### config.mk
export PLATFORM = sky130hd
export DESIGN_NAME = sirv_mrom_rd_seq_flat
export DESIGN_NICKNAME = d
export VERILOG_FILES = /design/src/rtl/sirv_mrom_rd_seq_if.sv /design/src/rtl/sirv_mrom_rd_seq.sv /design/src/flat_wrapper.sv
export SDC_FILE = /design/constraint.sdc
export NUM_CORES = 1
export LEC_CHECK = 0
export ABC_AREA = 1
export BUFFER_PORTS_ARGS = -buffer_cell sky130_fd_sc_hd__buf_2
export CAP_MARGIN = 20
export CORE_MARGIN = 2
export CORE_UTILIZATION = 35
export DETAILED_ROUTE_END_ITERATION = 10
export SETUP_SLACK_MARGIN = 0.1
export SYNTH_ARGS = -nofsm -noshare
export SYNTH_HDL_FRONTEND = slang
export SYNTH_SLANG_ARGS = --single-unit
### constraint.sdc
create_clock -name clk -period 2.2 [get_ports clk]
set_input_delay 0.33 -clock clk [delete_from_list [all_inputs] [get_ports clk]]
set_output_delay 0.33 -clock clk [all_outputs]
set_load 0.02 [all_outputs]
### src/rtl/sirv_mrom_rd_seq_if.sv
// Word stream from the mask-ROM read sequencer: one ROM word plus its byte address per handshake.
interface sirv_mrom_rd_seq_if #(
  parameter int unsigned AW = 12,
  parameter int unsigned DW = 32
);
  logic          o_valid;
  logic          o_ready;
  logic [DW-1:0] o_data;
  logic [AW-1:0] o_addr;

  modport master (output o_valid, output o_data, output o_addr, input o_ready);
  modport slave  (input o_valid, input o_data, input o_addr, output o_ready);
endinterface

### src/rtl/sirv_mrom_rd_seq.sv
// Mask-ROM read sequencer: streams a run of consecutive ROM words with byte addresses
// and accumulates a modulo-2^DW checksum of the accepted words.
module sirv_mrom_rd_seq #(
  parameter int unsigned AW = 12,
  parameter int unsigned DW = 32
) (
  input  logic                clk,
  input  logic                rst,
  input  logic                start,
  input  logic [AW-3:0]       start_idx,
  input  logic [AW-2:0]       word_cnt,
  output logic [AW-3:0]       rom_addr,
  input  logic [DW-1:0]       rom_dout,
  sirv_mrom_rd_seq_if.master  strm,
  output logic                busy,
  output logic                done,
  output logic [DW-1:0]       chksum
);

  localparam int unsigned IW = AW - 2;
  localparam int unsigned CW = AW - 1;

  localparam logic [1:0] S_IDLE    = 2'd0;
  localparam logic [1:0] S_FETCH   = 2'd1;
  localparam logic [1:0] S_PRESENT = 2'd2;
  localparam logic [1:0] S_DONE    = 2'd3;

  logic [1:0]    state_q,  state_d;
  logic [IW-1:0] idx_q,    idx_d;
  logic [CW-1:0] rem_q,    rem_d;
  logic          valid_q,  valid_d;
  logic [DW-1:0] data_q,   data_d;
  logic [AW-1:0] addr_q,   addr_d;
  logic          busy_q,   busy_d;
  logic          done_q,   done_d;
  logic [DW-1:0] chksum_q, chksum_d;

  // Next-state and datapath; rom_dout always reflects idx_q, which is pre-advanced to the next word.
  always_comb begin
    state_d  = state_q;
    idx_d    = idx_q;
    rem_d    = rem_q;
    valid_d  = valid_q;
    data_d   = data_q;
    addr_d   = addr_q;
    chksum_d = chksum_q;

    case (state_q)
      S_IDLE: begin
        if (start) begin
          idx_d    = start_idx;
          rem_d    = word_cnt;
          chksum_d = '0;
          state_d  = (word_cnt != '0) ? S_FETCH : S_DONE;
        end
      end
      S_FETCH: begin
        data_d  = rom_dout;
        addr_d  = {idx_q, 2'b00};
        valid_d = 1'b1;
        idx_d   = idx_q + IW'(1);
        state_d = S_PRESENT;
      end
      S_PRESENT: begin
        if (valid_q && strm.o_ready) begin
          chksum_d = chksum_q + data_q;
          if (rem_q == CW'(1)) begin
            valid_d = 1'b0;
            state_d = S_DONE;
          end else begin
            rem_d  = rem_q - CW'(1);
            data_d = rom_dout;
            addr_d = {idx_q, 2'b00};
            idx_d  = idx_q + IW'(1);
          end
        end
      end
      S_DONE: begin
        state_d = S_IDLE;
      end
      default: begin
        state_d = S_IDLE;
      end
    endcase

    busy_d = (state_d != S_IDLE);
    done_d = (state_d == S_DONE);
  end

  always_ff @(posedge clk) begin
    if (rst) begin
      state_q  <= S_IDLE;
      idx_q    <= '0;
      rem_q    <= '0;
      valid_q  <= 1'b0;
      data_q   <= '0;
      addr_q   <= '0;
      busy_q   <= 1'b0;
      done_q   <= 1'b0;
      chksum_q <= '0;
    end else begin
      state_q  <= state_d;
      idx_q    <= idx_d;
      rem_q    <= rem_d;
      valid_q  <= valid_d;
      data_q   <= data_d;
      addr_q   <= addr_d;
      busy_q   <= busy_d;
      done_q   <= done_d;
      chksum_q <= chksum_d;
    end
  end

  assign rom_addr     = idx_q;
  assign strm.o_valid = valid_q;
  assign strm.o_data  = data_q;
  assign strm.o_addr  = addr_q;
  assign busy         = busy_q;
  assign done         = done_q;
  assign chksum       = chksum_q;

endmodule

### src/flat_wrapper.sv
// flat-port wrapper written by rule: the top's interface ports become plain ports
module sirv_mrom_rd_seq_flat 
#(
  parameter int unsigned AW = 12,
  parameter int unsigned DW = 32
)
  (clk, rst, start, start_idx, word_cnt, rom_addr, rom_dout, busy, done, chksum, strm_o_valid, strm_o_data, strm_o_addr, strm_o_ready);
  sirv_mrom_rd_seq_if #(.AW(AW), .DW(DW)) strm_i ();
  input  logic clk;
  input  logic rst;
  input  logic start;
  input  logic [AW-3:0] start_idx;
  input  logic [AW-2:0] word_cnt;
  output logic [AW-3:0] rom_addr;
  input  logic [DW-1:0] rom_dout;
  output logic busy;
  output logic done;
  output logic [DW-1:0] chksum;
  output wire logic [$bits(strm_i.o_valid)-1:0] strm_o_valid;
  output wire logic [$bits(strm_i.o_data)-1:0] strm_o_data;
  output wire logic [$bits(strm_i.o_addr)-1:0] strm_o_addr;
  input wire logic [$bits(strm_i.o_ready)-1:0] strm_o_ready;
  assign strm_o_valid = strm_i.o_valid;
  assign strm_o_data = strm_i.o_data;
  assign strm_o_addr = strm_i.o_addr;
  assign strm_i.o_ready = strm_o_ready;
  sirv_mrom_rd_seq #(.AW(AW), .DW(DW)) u_core (.clk(clk), .rst(rst), .start(start), .start_idx(start_idx), .word_cnt(word_cnt), .rom_addr(rom_addr), .rom_dout(rom_dout), .strm(strm_i), .busy(busy), .done(done), .chksum(chksum));
endmodule
# Word level (Yosys, flattened, before mapping)
# Index checks and enable logic that the tools add are counted.
classes:
  order_cmp: 0
  multipliers: 0
  n_shift: 0
  n_eq_ne: 9
  bitwise: 0
  reduce_logical: 12
  addsub: 3
  muxes: 25
  div: 0
op_table:
  columns: ["op", "count"]
  rows:
  - ["$mux W32", 4]
  - ["$pmux W32 S2", 2]
  - ["$mux W11", 3]
  - ["$add A32 B32 Y32", 1]
  - ["$mux W10", 3]
  - ["$pmux W10 S3", 1]
  - ["$mux W12", 2]
  - ["$pmux W12 S2", 1]
  - ["$pmux W11 S2", 1]
  - ["$eq A11 B1 Y1 const B", 1]
  - ["$reduce_bool A11 Y1", 1]
  - ["$sub A11 B1 Y11 const B", 1]
  - ["$add A10 B1 Y10 const B", 1]
  - ["$reduce_and A3 Y1", 3]
  - ["$mux W2", 4]
  - ["$pmux W2 S4", 1]
  - ["$reduce_and A4 Y1", 2]
  - ["$eq A2 B2 Y1 const B", 3]
  - ["$reduce_bool A2 Y1", 3]
  - ["$ne A2 B1 Y1 const B", 2]
  - ["$ne A2 B2 Y1 const B", 2]
  - ["$reduce_bool A3 Y1", 1]
  - ["$eq A2 B1 Y1 const B", 1]
  - ["$logic_not A2 Y1", 1]
  - ["other kinds (3)", 4]
word_totals:
  romBits: 0
  memories: 0
  latchBits: 0
  regBits: 102
  ramBits: 0
  word_cells: 58

# Logic depth before layout (Yosys ltp)
# Gate-level depths: netlist of run 1.
depth:
  ltp_word: 5
  ltp_mapped: 14
  depth_no_buf: 14

# Worst setup path before layout of run 1
# No wires, ideal clock.
synth_path:
  kind: "register to register"
  from: "register u_core.chksum_q[0], in the netlist u_core.chksum[0]"
  to: "register u_core.chksum_q[16], in the netlist u_core.chksum[16]"
  t_arrival_ns: 1.829
  required_ns: 2.065
  stages_incl_launch_ff: 14
  slack_ns: 0.236
  setup_ns: 0.135
  cell_sequence: "dfxtp_1 -> ha_1 -> inv_1 -> fa_1 -> inv_1 -> nand3_1 -> nand3_1 -> nand2_1 -> nand2_1 -> nand3_1 -> nand2_1 -> nand2_1 -> nand3_1 -> a21oi_1"
synth_between:
  elab_chain_len: 3
synth_lines:
  columns: ["element", "line", "text"]
  rows:
  - ["start, declared", "sirv_mrom_rd_seq.sv:36", "logic [DW-1:0] chksum_q, chksum_d;"]
  - ["start signal, assigned", "sirv_mrom_rd_seq.sv:110", "chksum_q <= chksum_d;"]
  - ["$add A32 B32 Y32", "sirv_mrom_rd_seq.sv:66", "chksum_d = chksum_q + data_q;"]
  - ["$mux W32", "sirv_mrom_rd_seq.sv:65", "if (valid_q && strm.o_ready) begin"]
  - ["$pmux W32 S2", "sirv_mrom_rd_seq.sv:48", "case (state_q)"]
# No other way between the ends. The select of a mux whose other input is x is not followed.
# A chain may end at the register's enable or synchronous reset.

# Final worst setup path of run 1
layout_path:
  from: "register u_core.data_q[2], in the netlist u_core.strm.o_data[2]"
  to: "register u_core.chksum_q[27], in the netlist u_core.chksum[27]"
layout_between:
  elab_chain_len: 3
layout_lines:
  columns: ["element", "line", "text"]
  rows:
  - ["start, declared", "sirv_mrom_rd_seq.sv:32", "logic [DW-1:0] data_q, data_d;"]
  - ["start signal, assigned", "sirv_mrom_rd_seq.sv:106", "data_q <= data_d;"]
  - ["$add A32 B32 Y32", "sirv_mrom_rd_seq.sv:66", null]
  - ["$mux W32", "sirv_mrom_rd_seq.sv:65", null]
  - ["$pmux W32 S2", "sirv_mrom_rd_seq.sv:48", null]
# No other way between the ends. The select of a mux whose other input is x is not followed.

==> results by stage, run 1 <==
STA:
- Setup violations remaining at the end of the flow were counted as 0.
- Setup repair after global routing could not meet its margin everywhere.
- Counting I/O delays and the setup requirement, the final critical path takes between 1.5 and 2 ns.
- For the final routed database, the setup TNS stands at 0 ns.
- The final count of hold timing violations came to 0.
- The share of the clock period used by the worst path is 0.896.
- Based on the critical path, the design can be clocked at up to roughly 0.51 GHz.
- The relative max-transition margin is 0.500.
- The slew at the pin closest to its max-slew limit is between 0.7 and 0.8 ns.
- The final max-slew violation count is 0.
- The largest clock skew in the final design is roughly 0.010 ns.

Placed design:
- At the end of routability-driven placement, the weighted congestion stood at 0.840.
- The count of buffers added on input and output ports is ~140.
- The cell area after placement is ~8000 µm².
- The HPWL after detailed placement is about 16 mm.
- The number of placed instances, taps included, is approximately 1,500.

Global route:
- In the global route stage, overall resource usage came out at 0.200.
- The initial antenna violation count is 7.
- The pin count of the biggest net entering global routing is between 80 and 90.
- Summed over all layers, the global routing overflow is 0.
- The via count of the first global-routing pass is 6,541.
- The first global-routing pass estimated between 30 and 40 mm of wire.

Critical path:
- The data arrival time of the worst path is about 2.2 ns.
- The critical path goes through ha_1 > nor2_1 > a21oi_1 > nand3_1 > nand3_1 > nand2_1 > nand2_1 > nand2_1 > nand3_1 > a21oi_1.
- The kind of capture point of the worst setup path is a register.
- The endpoint required time on the critical path is 2.43 ns.
- The critical path contains buffers and inverters numbering 0 combined.
- Of all nets on the critical path, the largest fanout is 6.
- In this design, the largest share of critical-path delay is due to simple AND/OR/NAND/NOR gates.
- The maximum single-stage delay on the critical path is between 0.4 and 0.5 ns.
- STA classifies the critical path startpoint as a register.
- The start-to-end type of the worst setup path is reg -> reg.
- On the critical path, the stage with the largest delay is an instance of ha_1.

Routing:
- Wires add up to between 20 and 25 mm.
- The post-route antenna net violation count is 0.
- The first detailed-routing pass took 5 iterations.
- For this run, design rule violations remaining after detail routing come to 0.
- The per-cell routed wire length is roughly 14 µm.
- In the routed layout, each cell is associated on average with a via count of roughly 4.8.
- After the first detailed-routing iteration, the DRC count stood at 445.
- Summing over every cut layer, the via total after detailed routing is ~7,200.

Power and ir drop:
- Internal power comes to between 0.003 and 0.004 W.
- The cell leakage power is 4.21 nW.
- The share of total power dissipated in the clock network is 0.356.
- VDD sags by at most 393 µV.
- Of the total power, the share spent switching nets is 0.329.
- Of the total power, registers draw 0.407.
- In this run the power density over the cells is 611 nW/µm².
- For this design the total switching power over the nets is about 0.0017 W.
- The share of power burned in combinational logic is 0.237.

Floorplanning:
- The height of the die is 145 µm.
- The starting density of the core is 0.358.
- The number of placed I/O pins is between 100 and 150.
- From left edge to right edge, the die measures roughly 150 µm.
- Row generation in the floorplan step produced about 50 rows.
- The area of the die is ~21,000 µm².
- In this run the standard cell core region covers about 20,000 µm².

CTS:
- After clock tree synthesis, the clock-pin slew on the worst setup and hold paths is about 0.07 ns.
- After clock tree synthesis, the flow added hold-fix buffers numbering 0.
- The cell sitting at the root of the clock tree is a clkbuf_16.
- TritonCTS built the clock tree.
- The post-CTS setup-driven buffer insertion count is 0.
- Clock tree synthesis inserted a total of 9 buffers.
- The number of clock sinks seen by CTS is 100.
- The buffer depth of the longest clock path is 2.
- The insertion delay to the later sink of the worst-skew pair is ~0.36 ns.
- In this run, post-CTS repair resized a total of 0 instances.
- The H-tree generated during clock tree synthesis spans 3 levels.

Synth:
- In this run the cell area of the synthesized design comes to 6990 µm².
- The number of flip-flops and latches in the synthesized netlist is 100.
- The cell count after synthesis is 1,092.
- In this run, synthesis inferred 0 flip-flops with an integrated enable.
- The main flop type after synthesis is dfxtp_1.
- By area the synthesized netlist is led by dfxtp_1, nand2_1, inv_1.
- Of all flip-flops after synthesis, the portion carrying an async set or reset was 0.
- Each instance of the synthesized netlist takes up on average ~6.4 µm².
- The Yosys step of the flow raised 0 warnings.
- For this run, the register share of the synthesized area comes to 0.286.
- The number of distinct standard cells referenced by the synthesized netlist is 40.
- Of the post-synthesis cell area, the dominant cell type holds 0.286.
- Summed over all instances, the cell type with the most area after synthesis is dfxtp_1.

Layout:
- The layout net count is roughly 1,300.
- The finished cells cover between 8000 and 9000 µm².
- The fraction of layout cells with a size suffix above 1 is 0.219.
- After the flow finishes, the layout carries non-filler instances totaling between 1,500 and 2,000.
- The relative area change from synthesis to final layout is 19.7%.

Worst hold path:
- The kind of path behind the tightest hold check is in -> reg.

Run:
- Max-cap violations in this run came to 0.

Status:
- The run finished with clean final reports.
power by group through the flow:
stage          sequential, W  combinational (W)  clock, W
2_1_floorplan        0.00220           0.000754         0
3_3_place_gp         0.00212            0.00120         0
3_5_place_dp         0.00212            0.00120         0
4_1_cts              0.00208            0.00121   0.00186
5_1_grt              0.00210            0.00134   0.00194
6_report             0.00208            0.00121   0.00182
registers in the layout, summed over array words and instances (netlist names):
register,count
u_core.chksum,32
u_core.strm.o_data,32
u_core.rem_q,11
u_core.rom_addr,10
u_core.strm.o_addr,10
u_core.state_q,2
u_core.busy,1
u_core.done,1
u_core.strm.o_valid,1
area by class of cell:
| cell class | count | area, µm² |
|---|---|---|
| Timing Repair Buffer | 167 | 940 |
| Tap cell | 265 | 332 |
| Clock buffer | 11 | 253 |
| Clock inverter | 4 | 72.6 |
| Inverter | 144 | 541 |
| Fill cell | 2146 | 11200 |
| Antenna cell | 5 | 12.5 |
| Sequential cell | 100 | 2000 |
| Multi-Input combinational cell | 806 | 4210 |
metrics by stage:
| step | utilization | hold slack (ns) | worst slack (ns) | total power, W |
|---|---|---|---|---|
| 2_1_floorplan | - | 0.464 | 0.236 | 0.00296 |
| 3_3_place_gp | 0.409 | 0.456 | 0.177 | 0.00332 |
| 3_5_place_dp | 0.409 | 0.458 | 0.133 | 0.00332 |
| 4_1_cts | 0.426 | 0.189 | 0.126 | 0.00515 |
| 5_1_grt | 0.428 | 0.218 | 0.0636 | 0.00538 |
| 6_report | 0.428 | 0.195 | 0.229 | 0.00511 |
worst reg2reg max path, stage by stage (launching register included):
cell and delay, ns:
dfxtp_1 0.35, ha_1 0.43, nor2_1 0.09, a21oi_1 0.23, nand3_1 0.11, nand3_1 0.20, nand2_1 0.14, nand2_1 0.10
nand2_1 0.05, nand3_1 0.08, a21oi_1 0.06
metal layers:
metal	routed length (µm)	track usage	vias up
met5	24	0	-
met4	339	0.0593	4
met3	1360	0.0371	28
met2	9800	0.325	198
met1	10000	0.272	3209
li1	-	-	3776
path summary, 6_finish.rpt:
| check | startpoint | to | slack (ns) | cells after the start |
|---|---|---|---|---|
| worst min-delay path | rom_dout[1] | u_core.strm.o_data[1]$_SDFFE_PP0P_ | 0.19 | 3 |
| worst max register to register | u_core.strm.o_data[2]$_SDFFE_PP0P_ | u_core.chksum[27]$_SDFFE_PP0P_ | 0.23 | 10 |
| worst min register to register | u_core.strm.o_addr[7]$_SDFFE_PP0P_ | u_core.strm.o_addr[7]$_SDFFE_PP0P_ | 0.47 | 2 |
| worst max-delay path | u_core.strm.o_data[2]$_SDFFE_PP0P_ | u_core.chksum[27]$_SDFFE_PP0P_ | 0.23 | 10 |
cell families after synthesis:
group                    after synthesis  share of synthesized area
buffers and inverters                187                      0.117
AND/OR/NAND/NOR                      566                      0.343
other                                  1                   0.000537
XOR/XNOR                               8                     0.0100
AO/OA/AOI/OAI                        191                      0.172
flip-flops                           100                      0.286
adder cells (fa/ha/maj)               39                     0.0709
placed cells by master, fill, tap and decap left out, drive strengths merged:
cell type,n
ha,38
o21bai,3
nand4,6
and2,3
nand2,381
inv,144
a21boi,1
xnor2,4
diode,5
a31oi,1
clkbuf,11
a21o,3
conb,2
xor2,4
bufinv,2
o211ai,39
nor4,3
clkinv,1
a21oi,115
nand3b,6
clkinvlp,1
nor3,9
buf,167
a211oi,1
nor2,82
fa,1
or2,10
dfxtp,100
o21ai,28
nand3,66
synth_stat cells, drive strengths merged (4+ instances only):
library cell / instances
dfxtp: 100
a21oi: 115
o211ai: 39
clkbuf: 26
ha: 38
xor2: 4
nand3b: 6
o21ai: 28
nor3: 9
inv: 144
nand3: 66
nand4: 6
xnor2: 4
buf: 17
or2: 10
nand2: 381
nor2: 82
(Power assumes the default switching activity.)
==> inputs of run 2 (changes only) <==
--- a/config.mk
+++ b/config.mk
@@ -9,8 +9,9 @@
 export BUFFER_PORTS_ARGS = -buffer_cell sky130_fd_sc_hd__buf_2
 export CAP_MARGIN = 20
 export CORE_MARGIN = 2
-export CORE_UTILIZATION = 35
+export CORE_UTILIZATION = 45
 export DETAILED_ROUTE_END_ITERATION = 10
+export PLACE_DENSITY = 0.68
 export SETUP_SLACK_MARGIN = 0.1
 export SYNTH_ARGS = -nofsm -noshare
 export SYNTH_HDL_FRONTEND = slang
==> run 2 against run 1 <==
Compared with the run above: cell count is 5.7% lower; global-route usage increased by 5.2 points; critical path depth unchanged; clock power fell by 13%; final area shrank 2.2%; combinational power about the same; sequential share of layout area is 0.55 points higher; clock-buffer cell count unchanged; critical path type unchanged; critical endpoint is now u_core.chksum[20]$_SDFFE_PP0P_.
==> results by stage, run 2 (same netlist as run 1, synthesis figures left out) <==
Status:
- The flow ran to the end, and the final reports show no timing, DRC or antenna violations.

Placed design:
- Port buffering added 143 buffers.
- Detailed placement ended at an HPWL of 15.7 mm.
- The cell area after placement is approximately 8000 µm².
- At the end of routability-driven placement, the weighted congestion stood at 0.931.
- The total placed cells including tap cells is between 1,000 and 1,500.

Power and ir drop:
- The fraction of power consumed by sequential logic is 0.428.
- The proportion of total power due to net switching is 0.345.
- Across the VDD grid, the largest voltage drop is approximately 400 µV.
- The analysis attributes to net switching a power of between 0.0015 and 0.002 W.
- The internal power of the cells totals roughly 0.0032 W.
- The total power density per cell area is roughly 590 nW/µm².
- In this run the static leakage power is ~4.2 nW.
- The share of power burned in combinational logic is 0.245.
- The clock share of power is 0.327.

Routing:
- The routed design has a little over 20 mm of wire.
- The number of optimization iterations in the first detailed-route pass is 5.
- The number of DRC markers in iteration 0 is about 580.
- The total number of vias is about 7,300.
- After detailed routing, the number of remaining DRC violations is 0.
- After detailed routing, the number of vias per cell comes to slightly above 5.
- The post-route antenna net violation count is 0.
- In the final routed layout, each cell accounts on average for 14.3 µm.

Global route:
- The pin count of the biggest net entering global routing is 57.
- The aggregate global routing overflow is 0.
- The initial antenna violation count was 3.
- The wire length of the first global-routing pass is ~33 mm.
- The via count of the first global-routing pass is between 6,000 and 7,000.
- In the global route stage, overall resource usage came out at 0.252.

Floorplanning:
- The core region is between 15,000 and 20,000 µm².
- The height of the die is between 100 and 150 µm.
- The area of the die is approximately 17,000 µm².
- The floorplan die width is ~130 µm.
- The number of placed I/O pins is ~150.
- The initial utilization of the core area, before any placement, comes to 0.460.
- The initialized floorplan defines 45 standard-cell rows.

Layout:
- The layout net count is ~1,300.
- In the layout the commonest cells are nand2_1, buf_2, inv_1.
- The number of standard cells in the layout, taps in and fillers out is about 1,400.
- The number of inserted diodes is 0.
- The final core area utilization is 0.538.
- The commonest non-fill, non-tap cell in the layout is nand2_1.
- The finished cells cover slightly above 8000 µm².
- The multi-input logic area is approximately 4200 µm².
- In the final layout, the share of cells above drive strength 1 is 0.217.
- After filler insertion, the fill cell instance count of the layout stands at ~1,600.
- The relative area change from synthesis to final layout is 17.0%.
- The sequential cell area in the final layout is 2000 µm².

CTS:
- No sink is reached through more buffers than the 2 on the longest clock path.
- The clock tree from TritonCTS is yes.
- The number of clock sinks seen by CTS is 100.
- The clock transition time at the flip-flop clock pins of the worst setup and hold paths is approximately 0.070 ns.
- After clock tree synthesis, the flow added hold-fix buffers numbering 0.
- The number of H-tree levels is 3.
- In this run, CTS created clock tree buffers numbering 9.
- The cell sitting at the root of the clock tree is a clkbuf_16.
- The insertion delay to the later sink of the worst-skew pair is 0.36 ns.
- The number of setup buffers added after CTS is 0.

STA:
- Measured against its own limit, the worst slew margin works out to 0.509.
- The summed negative setup slack over all endpoints is 0 ns.
- The final max-slew violation count came to 0.
- For the final database, setup skew stands at roughly 0.0096 ns.
- Setup repair after global routing left no endpoint under its margin.
- At the pin with the least slew margin, the transition time is about 0.74 ns.
- In the finished design, the share of the clock period the worst path needs comes to 0.874.
- The final count of hold timing violations was 0.
- Setup violations remaining at the end of the flow were counted as 0.
- The time the worst path needs with I/O delays and setup is just under 2 ns.
- Based on the critical path, the design can be clocked at up to 0.520 GHz.

Run:
- Across the run, the number of max-cap violations was 0.

Critical path:
- The largest fanout on the critical path is 5.
- At the worst endpoint, the required time is between 2 and 2.5 ns.
- The start-to-end type of the worst setup path is reg -> reg.
- The launching element type of the critical path is a register.
- STA puts the critical path data arrival time at between 2 and 2.5 ns.
- The kind of capture point of the worst setup path is a register.

Worst hold path:
- The kind of path behind the tightest hold check is in -> reg.
run 2: cell count changes in the layout (fill, tap and decap cells not counted), sizes merged:
| cell | change |
|---|---|
| buf | -5 |
| bufinv | -2 |
| clkinv | +1 |
| diode | -5 |
| inv | +2 |
run 2: layout make-up:
cell class              instances  share of cell area
clock buffers                  11              0.0297
clock inverters                 5             0.00551
inverters                     144              0.0661
multi-input cells             806               0.515
flip-flops and latches        100               0.245
well taps                     188              0.0288
repair buffers                162               0.110
run 2: worst max-delay path, stage by stage (launching register included):
cell and delay (ns):
dfxtp_1 0.34, ha_1 0.38, nand2_1 0.13, nor2_2 0.20, inv_1 0.06, nor2_1 0.18
nand3_1 0.16, nand3_1 0.12, nand2_1 0.05, nand3_1 0.09, a21oi_1 0.07
run 2: per-layer routing:
layer / track usage / share of wire / vias up
li1: - / - / 3756
met1: 0.342 / 0.46 / 3277
met2: 0.412 / 0.46 / 197
met3: 0.0578 / 0.067 / 20
met4: 0.0550 / 0.012 / 4
met5: 0 / 0.0010 / -
run 2: what timing repair did:
item | 4_1_cts | 5_1_grt
setup endpoints to repair | 0 | 15
hold endpoints to repair | 0 | 0
gates resized for setup | 0 | 12
run 2: final timing paths:
check / cells after the start / slack [ns] / startpoint / endpoint
worst max-delay path: 10 / 0.28 / u_core.strm.o_data[19]$_SDFFE_PP0P_ / u_core.chksum[20]$_SDFFE_PP0P_
worst min-delay path: 3 / 0.20 / rom_dout[1] / u_core.strm.o_data[1]$_SDFFE_PP0P_
worst max register to register: 10 / 0.28 / u_core.strm.o_data[19]$_SDFFE_PP0P_ / u_core.chksum[20]$_SDFFE_PP0P_
worst min register to register: 2 / 0.47 / u_core.strm.o_addr[7]$_SDFFE_PP0P_ / u_core.strm.o_addr[7]$_SDFFE_PP0P_
run 2: power groups by stage:
stage          registers (W)  logic (W)  clock network [W]
2_1_floorplan        0.00220   0.000754                  0
3_3_place_gp         0.00211    0.00118                  0
3_5_place_dp         0.00212    0.00119                  0
4_1_cts              0.00208    0.00119            0.00163
5_1_grt              0.00210    0.00132            0.00170
6_report             0.00208    0.00119            0.00159
run 2: per-stage QoR:
step | total power (W) | hold WS (ns) | setup WS [ns]
6_report | 0.00486 | 0.199 | 0.277
5_1_grt | 0.00512 | 0.204 | 0.0991
4_1_cts | 0.00490 | 0.185 | 0.121
3_5_place_dp | 0.00330 | 0.456 | 0.142
3_3_place_gp | 0.00329 | 0.453 | 0.240
2_1_floorplan | 0.00296 | 0.464 | 0.236
